--- src/rtl/fpu_div_iter.sv ---
// Iterative IEEE-754 single-precision divider (round-to-nearest-even, flush-to-zero)
// with AXI4-Stream operand/result handshakes and fixed, operand-independent latency.
module fpu_div_iter #(
   parameter int BITS_PER_CYCLE = 1
) (
   input  logic        aclk,
   input  logic        aresetn,
   input  logic        s_axis_a_tvalid,
   output logic        s_axis_a_tready,
   input  logic [31:0] s_axis_a_tdata,
   input  logic        s_axis_b_tvalid,
   output logic        s_axis_b_tready,
   input  logic [31:0] s_axis_b_tdata,
   output logic        m_axis_result_tvalid,
   input  logic        m_axis_result_tready,
   output logic [31:0] m_axis_result_tdata
);

   localparam int N_IT = (26 + BITS_PER_CYCLE - 1) / BITS_PER_CYCLE;
   localparam int CW   = $clog2(N_IT + 1);

   typedef enum logic [2:0] {IDLE, UNPACK, ITER, ROUND, HOLD} state_t;

   state_t               state_q, state_d;
   logic [31:0]          a_q, b_q;
   logic [25:0]          rem_q;
   logic [23:0]          div_q;
   logic [25:0]          quo_q;
   logic signed [9:0]    exp_q;
   logic                 sign_q;
   logic                 spec_q;
   logic [31:0]          spec_res_q;
   logic [31:0]          res_q;
   logic [CW-1:0]        cnt_q;
   logic                 tvalid_q;
   logic [31:0]          tdata_q;

   // ---------------- control FSM ----------------
   always_ff @(posedge aclk or negedge aresetn) begin
      if (!aresetn) state_q <= IDLE;
      // NOTE: sequential state uses non-blocking assignment so every register samples pre-edge values.
      else          state_q <= state_d;
   end

   always_comb begin
      // NOTE: default assigned first so no path through the case leaves state_d unassigned (no latch).
      state_d = state_q;
      case (state_q)
         IDLE:    if (s_axis_a_tvalid && s_axis_b_tvalid) state_d = UNPACK;
         UNPACK:  state_d = ITER;
         ITER:    if (cnt_q == CW'(N_IT - 1)) state_d = ROUND;
         ROUND:   state_d = HOLD;
         HOLD:    if (tvalid_q && m_axis_result_tready) state_d = IDLE;
         default: state_d = IDLE;
      endcase
   end

   assign s_axis_a_tready      = (state_q == IDLE) && aresetn;
   assign s_axis_b_tready      = (state_q == IDLE) && aresetn;
   assign m_axis_result_tvalid = tvalid_q;
   assign m_axis_result_tdata  = tdata_q;

   // ---------------- unpack ----------------
   logic [7:0]        ea, eb;
   logic [23:0]       ma, mb;
   logic              a_zero, b_zero, a_inf, b_inf, a_nan, b_nan, lt, sign_u;
   logic signed [9:0] exp_u;
   logic              spec_hit;
   logic [31:0]       spec_val;

   always_comb begin
      ea     = a_q[30:23];
      eb     = b_q[30:23];
      a_zero = (ea == 8'd0);
      b_zero = (eb == 8'd0);
      a_inf  = (ea == 8'hFF) && (a_q[22:0] == 23'd0);
      b_inf  = (eb == 8'hFF) && (b_q[22:0] == 23'd0);
      a_nan  = (ea == 8'hFF) && (a_q[22:0] != 23'd0);
      b_nan  = (eb == 8'hFF) && (b_q[22:0] != 23'd0);
      ma     = a_zero ? 24'd0 : {1'b1, a_q[22:0]};
      mb     = b_zero ? 24'd0 : {1'b1, b_q[22:0]};
      lt     = (ma < mb);
      sign_u = a_q[31] ^ b_q[31];
      exp_u  = 10'(ea) - 10'(eb) + 10'd127 - 10'(lt);

      spec_hit = 1'b1;
      spec_val = 32'd0;
      if (a_nan || b_nan || (a_zero && b_zero) || (a_inf && b_inf)) spec_val = 32'h7FC0_0000;
      else if (a_inf || b_zero)                                     spec_val = {sign_u, 8'hFF, 23'd0};
      else if (b_inf || a_zero)                                     spec_val = {sign_u, 31'd0};
      else                                                          spec_hit = 1'b0;
   end

   // ---------------- restoring division step(s) ----------------
   logic [25:0] rem_n, quo_n;

   always_comb begin
      rem_n = rem_q;
      quo_n = quo_q;
      for (int i = 0; i < BITS_PER_CYCLE; i++) begin
         if (rem_n >= {2'b00, div_q}) begin
            rem_n = rem_n - {2'b00, div_q};
            quo_n = {quo_n[24:0], 1'b1};
         end else begin
            quo_n = {quo_n[24:0], 1'b0};
         end
         rem_n = rem_n << 1;
      end
   end

   // ---------------- round and pack ----------------
   logic              inc;
   logic [24:0]       mant_r;
   logic signed [9:0] exp_r;
   logic [22:0]       frac_r;
   logic [31:0]       res_r;

   always_comb begin
      // quo_q = 24 significand bits, guard, round; sticky is any remainder left over
      inc    = quo_q[1] & (quo_q[0] | (|rem_q) | quo_q[2]);
      mant_r = {1'b0, quo_q[25:2]} + 25'(inc);
      exp_r  = exp_q + 10'(mant_r[24]);
      frac_r = mant_r[24] ? mant_r[23:1] : mant_r[22:0];
      if (spec_q)                  res_r = spec_res_q;
      else if (exp_r >= 10'sd255)  res_r = {sign_q, 8'hFF, 23'd0};
      else if (exp_r <= 10'sd0)    res_r = {sign_q, 31'd0};
      else                         res_r = {sign_q, exp_r[7:0], frac_r};
   end

   // ---------------- datapath registers ----------------
   always_ff @(posedge aclk or negedge aresetn) begin
      if (!aresetn) begin
         a_q        <= '0;
         b_q        <= '0;
         rem_q      <= '0;
         div_q      <= '0;
         quo_q      <= '0;
         exp_q      <= '0;
         sign_q     <= 1'b0;
         spec_q     <= 1'b0;
         spec_res_q <= '0;
         res_q      <= '0;
         cnt_q      <= '0;
         tvalid_q   <= 1'b0;
         tdata_q    <= '0;
      end else begin
         case (state_q)
            IDLE: begin
               if (s_axis_a_tvalid && s_axis_b_tvalid) begin
                  a_q <= s_axis_a_tdata;
                  b_q <= s_axis_b_tdata;
               end
            end
            UNPACK: begin
               // a smaller dividend mantissa is pre-shifted so the quotient MSB is always 1
               rem_q      <= lt ? {1'b0, ma, 1'b0} : {2'b00, ma};
               div_q      <= mb;
               quo_q      <= '0;
               exp_q      <= exp_u;
               sign_q     <= sign_u;
               spec_q     <= spec_hit;
               spec_res_q <= spec_val;
               cnt_q      <= '0;
            end
            ITER: begin
               rem_q <= rem_n;
               quo_q <= quo_n;
               cnt_q <= cnt_q + CW'(1);
            end
            ROUND: res_q <= res_r;
            HOLD: begin
               // first HOLD cycle presents the packed result; it then waits for the consumer
               if (!tvalid_q) begin
                  tvalid_q <= 1'b1;
                  tdata_q  <= res_q;
               end else if (m_axis_result_tready) begin
                  tvalid_q <= 1'b0;
               end
            end
            default: ;
         endcase
      end
   end

endmodule
--- config.mk ---
export PLATFORM = sky130hd
export DESIGN_NAME = fpu_div_iter
export DESIGN_NICKNAME = d
export VERILOG_FILES = /design/src/rtl/fpu_div_iter.sv
export SDC_FILE = /design/constraint.sdc
export NUM_CORES = 1
export LEC_CHECK = 0
export ABC_CLOCK_PERIOD_IN_PS = 7570
export CELL_PAD_IN_SITES_DETAIL_PLACEMENT = 0
export CELL_PAD_IN_SITES_GLOBAL_PLACEMENT = 1
export CORE_UTILIZATION = 50
export DETAILED_ROUTE_END_ITERATION = 7
export PLACE_DENSITY = 0.95
export RECOVER_POWER = 50
export SLEW_MARGIN = 15
export SYNTH_ARGS = -nofsm -noshare
export SYNTH_HDL_FRONTEND = slang
export SYNTH_SLANG_ARGS = --single-unit
--- constraint.sdc ---
create_clock -name aclk -period 7.57 [get_ports aclk]
set_input_delay 1.514 -clock aclk [delete_from_list [all_inputs] [get_ports aclk]]
set_output_delay 1.514 -clock aclk [all_outputs]
set_load 0.02 [all_outputs]
== Yosys cells after proc, flatten, opt, wreduce, memory -nomap -nowiden ==
Index checks and enable logic that the tools add are counted.

* Register bits after elaboration: 257
* Output and inout port bits: 35

* $add $sub $neg: 7
* $lt $le $gt $ge: 4
* Eq/ne operators: 10
* Multiplexer cells: 24
* Bitwise logic cells: 5
* Reductions and logical operators: 26

{| class="wikitable"
|+ Operator list
! operator !! number
|-
| $mux 32 || 4
|-
| $pmux 26 s2 || 2
|-
| $mux 31 || 2
|-
| $mux 25 || 2
|-
| $mux 24 || 2
|-
| $logic_not 23->1 || 2
|-
| $reduce_bool 23->1 || 2
|-
| $ge 26x24->1 || 1
|-
| $reduce_or 26->1 || 1
|-
| $add 24x1->25 || 1
|-
| $sub 25x24->25 || 1
|-
| $lt 24x24->1 || 1
|-
| $mux 23 || 1
|-
| $eq 8x8->1 const B || 2
|-
| $logic_not 8->1 || 2
|-
| $pmux 3 s5 || 1
|-
| $add 10x1->10 || 1
|-
| $add 9x8->10 const B || 1
|-
| $ge 10x9->1 const B || 1
|-
| $le 10x1->1 const B || 1
|-
| $pmux 5 s2 || 1
|-
| $sub 10x1->10 || 1
|-
| $logic_and 1x1->1 || 9
|-
| $mux 3 || 3
|-
| 17 further kinds || 31
|}

== Logic depth before layout (Yosys ltp) ==
* Depth in word-level cells: 10
* Mapped depth: 24
* Depth with buffers taken out: 21

== Least setup slack after synthesis ==
No wires, ideal clock.

* Path type: register -> register
* From: register a_q[24]
* To: register exp_q[7]
* Library setup time: 0.135 ns
* Data arrival time: 4.744 ns
* Required time: 7.435 ns
* Path slack: 2.691 ns
* Cell stages (with the launch flop): 25
* Buffers on the path: 3
* Period minus slack after synthesis: 4.879 ns
* Cell sequence: dfrtp_1 -> or4_1 -> or2_2 -> clkbuf_1 -> clkbuf_1 -> nand2_1 -> inv_1 -> ha_1 -> a21o_1 -> a21o_1 -> a21oi_1 -> o21ai_0 -> a21oi_2 -> clkbuf_1 -> nand2_2 -> ha_1 -> ha_1 -> fa_1 -> a21oi_1 -> o21bai_1 -> a21oi_1 -> nor2_1 -> nor2_1 -> xor2_1 -> o21ai_0

* Cells in the longest elaborated chain, start to end: 4

{| class="wikitable"
|+ RTL lines
! what !! RTL line !! source
|-
| start, declared || 25 || <nowiki>logic [31:0] a_q, b_q;</nowiki>
|-
| start signal, assigned || 150 || <nowiki>a_q <= s_axis_a_tdata;</nowiki>
|-
| branches (longest 3 deep; another with $add 9x8->10) || -- ||
|-
| $sub 10x1->10 (*) || 84 || <nowiki>exp_u = 10'(ea) - 10'(eb) + 10'd127 - 10'(lt);</nowiki>
|-
| end signal, assigned || 159 || <nowiki>exp_q <= exp_u;</nowiki>
|-
| end, declared || 29 || <nowiki>logic signed [9:0] exp_q;</nowiki>
|}

Mark *: on every way between the ends.
A chain may end at the register's enable or synchronous reset.

== Final worst setup path ==
* From: register a_q[24]
* To: register exp_q[8]

Same word-level chain as after synthesis.

==> flow_summary_export.csv <==
group,metric,value,unit
synth,synth_top_family_by_area,"compound AO/OA/AOI/OAI gates",
outcome,violations,"capacitance limit, slew limit",
setup_path,crit_required,7.86,ns
floorplanning,die-height,163.8,um
global_route,grt_max_degree,89,
min_path,worstHoldPathType,"reg2reg",
setup_path,r2r_start,"a_q[24]",
placed_design,dpl_cell_area,14280,sq um
synth,synth-simple-area-share,14.30,%
setup_path,end_kind,"flop",
clock_tree,cts.sink_count,228,
clock_tree,post_cts_buffers,0,
finish,num_antenna_cells,0,
placed_design,routabilityCongestion,0.8951,
drt,first_pass_iters,5,
synth,async_flop_share,100.0,%
setup_path,critPathMaxFanout,39,
floorplanning,ios,104,
floorplanning,die_area,26830,sq um
drt,num_vias,10160,
setup_path,r2r_slack,2.40,ns
clock_tree,htree_levels,1,
placed_design,hpwl,21850,um
synth,ys.warnings.count,0,
floorplanning,start_util,51.54,%
sta,relSlewSlack,-103.9,%
clock_tree,path_clk_slew,0.06,ns
global_route,grtUsageMet3,3.232,%
synth,synth-seq-cells,228,
synth,synth_edf_count,0,
global_route,track_usage,23.43,%
global_route,grt_pass1_vias,9757,
drt,drt_first_iter_violations,728,
clock_tree,root_buffer,"clkbuf_16",
sta,period_minus_slack,5.165,ns
global_route,grt_use_met1,34.18,%
synth,yosys-top-cells-area,"dfrtp_1 (44%), mux2_2 (8.7%), ha_1 (6.6%)",
setup_path,crit_start,"a_q[24]",
pwr,p_leak,6.784,nW
finish,drive_gt1_share,13.49,%
synth,synthCells,1325,
finish,finalNetCount,1539,
setup_path,regToRegEndpoint,"exp_q[8]",
synth,post-synth-top-area-cell,"dfrtp_1",
synth,synth_compound_area_share,17.60,%
global_route,grt_pass1_wl,50550,um
clock_tree,cts_tree,"yes",
synth,synth_area,13090,sq um
global_route,use_met2,36.67,%
drt,ant_nets,0,
clock_tree,cts_buffers,26,
sta,fin_skew,0.02511,ns
clock_tree,cts.path.max_buffers,3,
clock_tree,cts_hold_buf,0,
synth,synth_mux_area_share,8.918,%
drt,wl_per_cell,17.35,um
drt,via_per_inst,5.816,
global_route,grt_antenna_before_repair,0,
synth,syn-num-nets,1466,
setup_path,r2r_cells,20,
pwr,power_density,494.1,nW/um^2
synth,yosysSeqAreaShare,43.59,%
sta,hold_slack,0.4744,ns
floorplanning,dieWidth,163.8,um
pwr,finalPower,7.466,mW
sta,hold_viol,0,
drt,drcViolationCount,0,
setup_path,startpoint_type,"flop",
floorplanning,core,25400,sq um
finish,area_delta_synth_final,15.43,%
drt,wirelength,30300,um
setup_path,criticalPathCategory,"reg2reg",
sta,fmax,193.6,MHz
global_route,top_usage_layer,"met2",
global_route,grt_overflow,0,
clock_tree,cts_resized,0,
floorplanning,rows,58,
sta,rsz0062_at_grt,"false",
synth,ys_types,84,
sta,drv_slew,175,
setup_path,crit_path_end,"exp_q[8]",
outcome,status,"finished, violations left",
finish,fin_area,15110,sq um
pwr,ir_worst_vdd,0.0002323,V
placed_design,io_buffers,103,
sta,period_share,68.23,%
clock_tree,clk_latency,0.53,ns
synth,synth_flop_cell,"dfrtp_1",
synth,avgSynthCellArea,9.879,sq um
synth,synth_fa_ha_area_share,7.054,%
setup_path,cp.arrival,5.46,ns
job,drv_cap,4,
sta,worstMarginPinSlew,3.058,ns
sta,setup_violations,0,
synth,synth_top_area_share,43.59,%
synth,synth_xor_area_share,3.680,%
sta,timing.setup.tns,0,ns
==> cell usage in the layout, fill, tap and decap left out, types with 6 or more instances in the layout <==
master and count:
dfrtp_1 228, nand2_1 158, mux2_2 100, clkdlybuf4s50_1 100, o21ai_0 83, inv_1 74
nor2_1 73, ha_1 69, a21oi_1 68, a22o_1 33, xnor2_1 30, a211oi_1 28
clkbuf_16 27, xor2_1 25, a21o_1 24, nand3_1 22, nand4_1 20, nor4_1 18
o22ai_1 16, and2_1 15, nor3_1 15, o21ai_2 11, and3_1 11, clkbuf_1 9
o31ai_1 8, a31oi_1 7, o21bai_1 7, nor4_2 7, nand2b_1 7, o21a_1 6
clkbuf_8 6
==> cells by family after synthesis <==
family                     count (synthesis)
DFF                                      228
and+or+nand+nor                          383
adders and majority gates                 72
muxes                                    104
AOI/OAI and AO/OA                        340
xor gates and xnor gates                  55
buffers and inverters                    143
==> how the worst min path moves through the flow <==
| stage | start | to | slack, ns | cells past startpoint |
|---|---|---|---|---|
| 3_5_place_dp | res_q[0] | res_q[0] | 0.46 | 2 |
| 4_1_cts | res_q[0] | res_q[0] | 0.48 | 2 |
| 2_1_floorplan | res_q[0] | res_q[0] | 0.44 | 2 |
| 5_1_grt | spec_res_q[22] | spec_res_q[22] | 0.49 | 2 |
| 3_3_place_gp | res_q[0] | res_q[0] | 0.46 | 2 |
| 6_report | res_q[0] | res_q[0] | 0.47 | 2 |
==> worst max-delay path, cell delays in order (launching register included) <==
cell and delay, ns:
dfrtp_1 0.43, or4_1 0.56, or2_2 0.56, and2_1 0.31
ha_1 0.31, a21o_1 0.17, a21o_1 0.17, a21oi_1 0.16
nand2_1 0.10, o211ai_2 0.27, nand2_2 0.21, ha_1 0.23
ha_1 0.20, a21o_1 0.18, a21oi_1 0.22, o21bai_1 0.09
a21oi_1 0.22, o21bai_1 0.10, a21oi_1 0.19, xor2_1 0.17
o21ai_0 0.08
==> through the flow <==
step | setup WS, ns | utilization (%) | cells
2_1_floorplan | 2.691 | - | 1325
3_3_place_gp | 2.655 | 56.22 | 1700
3_5_place_dp | 2.540 | 56.22 | 1700
4_1_cts | 2.536 | 59.56 | 1746
5_1_grt | 1.990 | 59.49 | 1746
6_report | 2.405 | 59.49 | 1746
==> flip-flops by register name, summed over array words and instances, names as in the netlist <==
| register | count |
|---|---|
| spec_res_q | 3 |
| res_q | 32 |
| exp_q | 10 |
| state_q | 3 |
| div_q | 24 |
| m_axis_result_tdata | 32 |
| rem_q | 26 |
| quo_q | 26 |
| b_q | 32 |
| cnt_q | 5 |
| spec_q | 1 |
| a_q | 32 |
| sign_q | 1 |
| m_axis_result_tvalid | 1 |
==> cell type report <==
cell class,count,area (sq um)
repair buffers,113,1100
clock inverters,8,71.32
fillers,2144,10290
multi-input cells,954,6761
well taps,330,412.9
clock buffers,38,777.0
inverters,75,281.5
flip-flops and latches,228,5705
==> cell usage after synthesis (all sizes together), types with 17 or more instances <==
master,number
clkbuf,44
nand3,23
buf,24
mux2,101
o21ai,98
nand4,20
ha,69
nor3,17
a211oi,30
nor2,74
inv,74
xor2,25
dfrtp,228
a21oi,70
nand2,159
a22o,33
nor4,25
xnor2,30
a21o,24
==> per-layer routing <==
metal  wire (um)  vias up  share of wire (%)
li1            -     4916                  -
met1       14310     4925                 47
met2       13640      263                 45
met3        1593       51                5.3
met4         759        0                2.5
met5           0        -                  0
==> power by group <==
group | internal, mW | total [mW] | leakage [nW] | switching (mW)
logic | 1.82 | 4.07 | 3.46 | 2.25
registers | 1.67 | 2.16 | 2.90 | 0.489
clock network | 0.742 | 1.23 | 0.420 | 0.489
(Power assumes the default switching activity.)
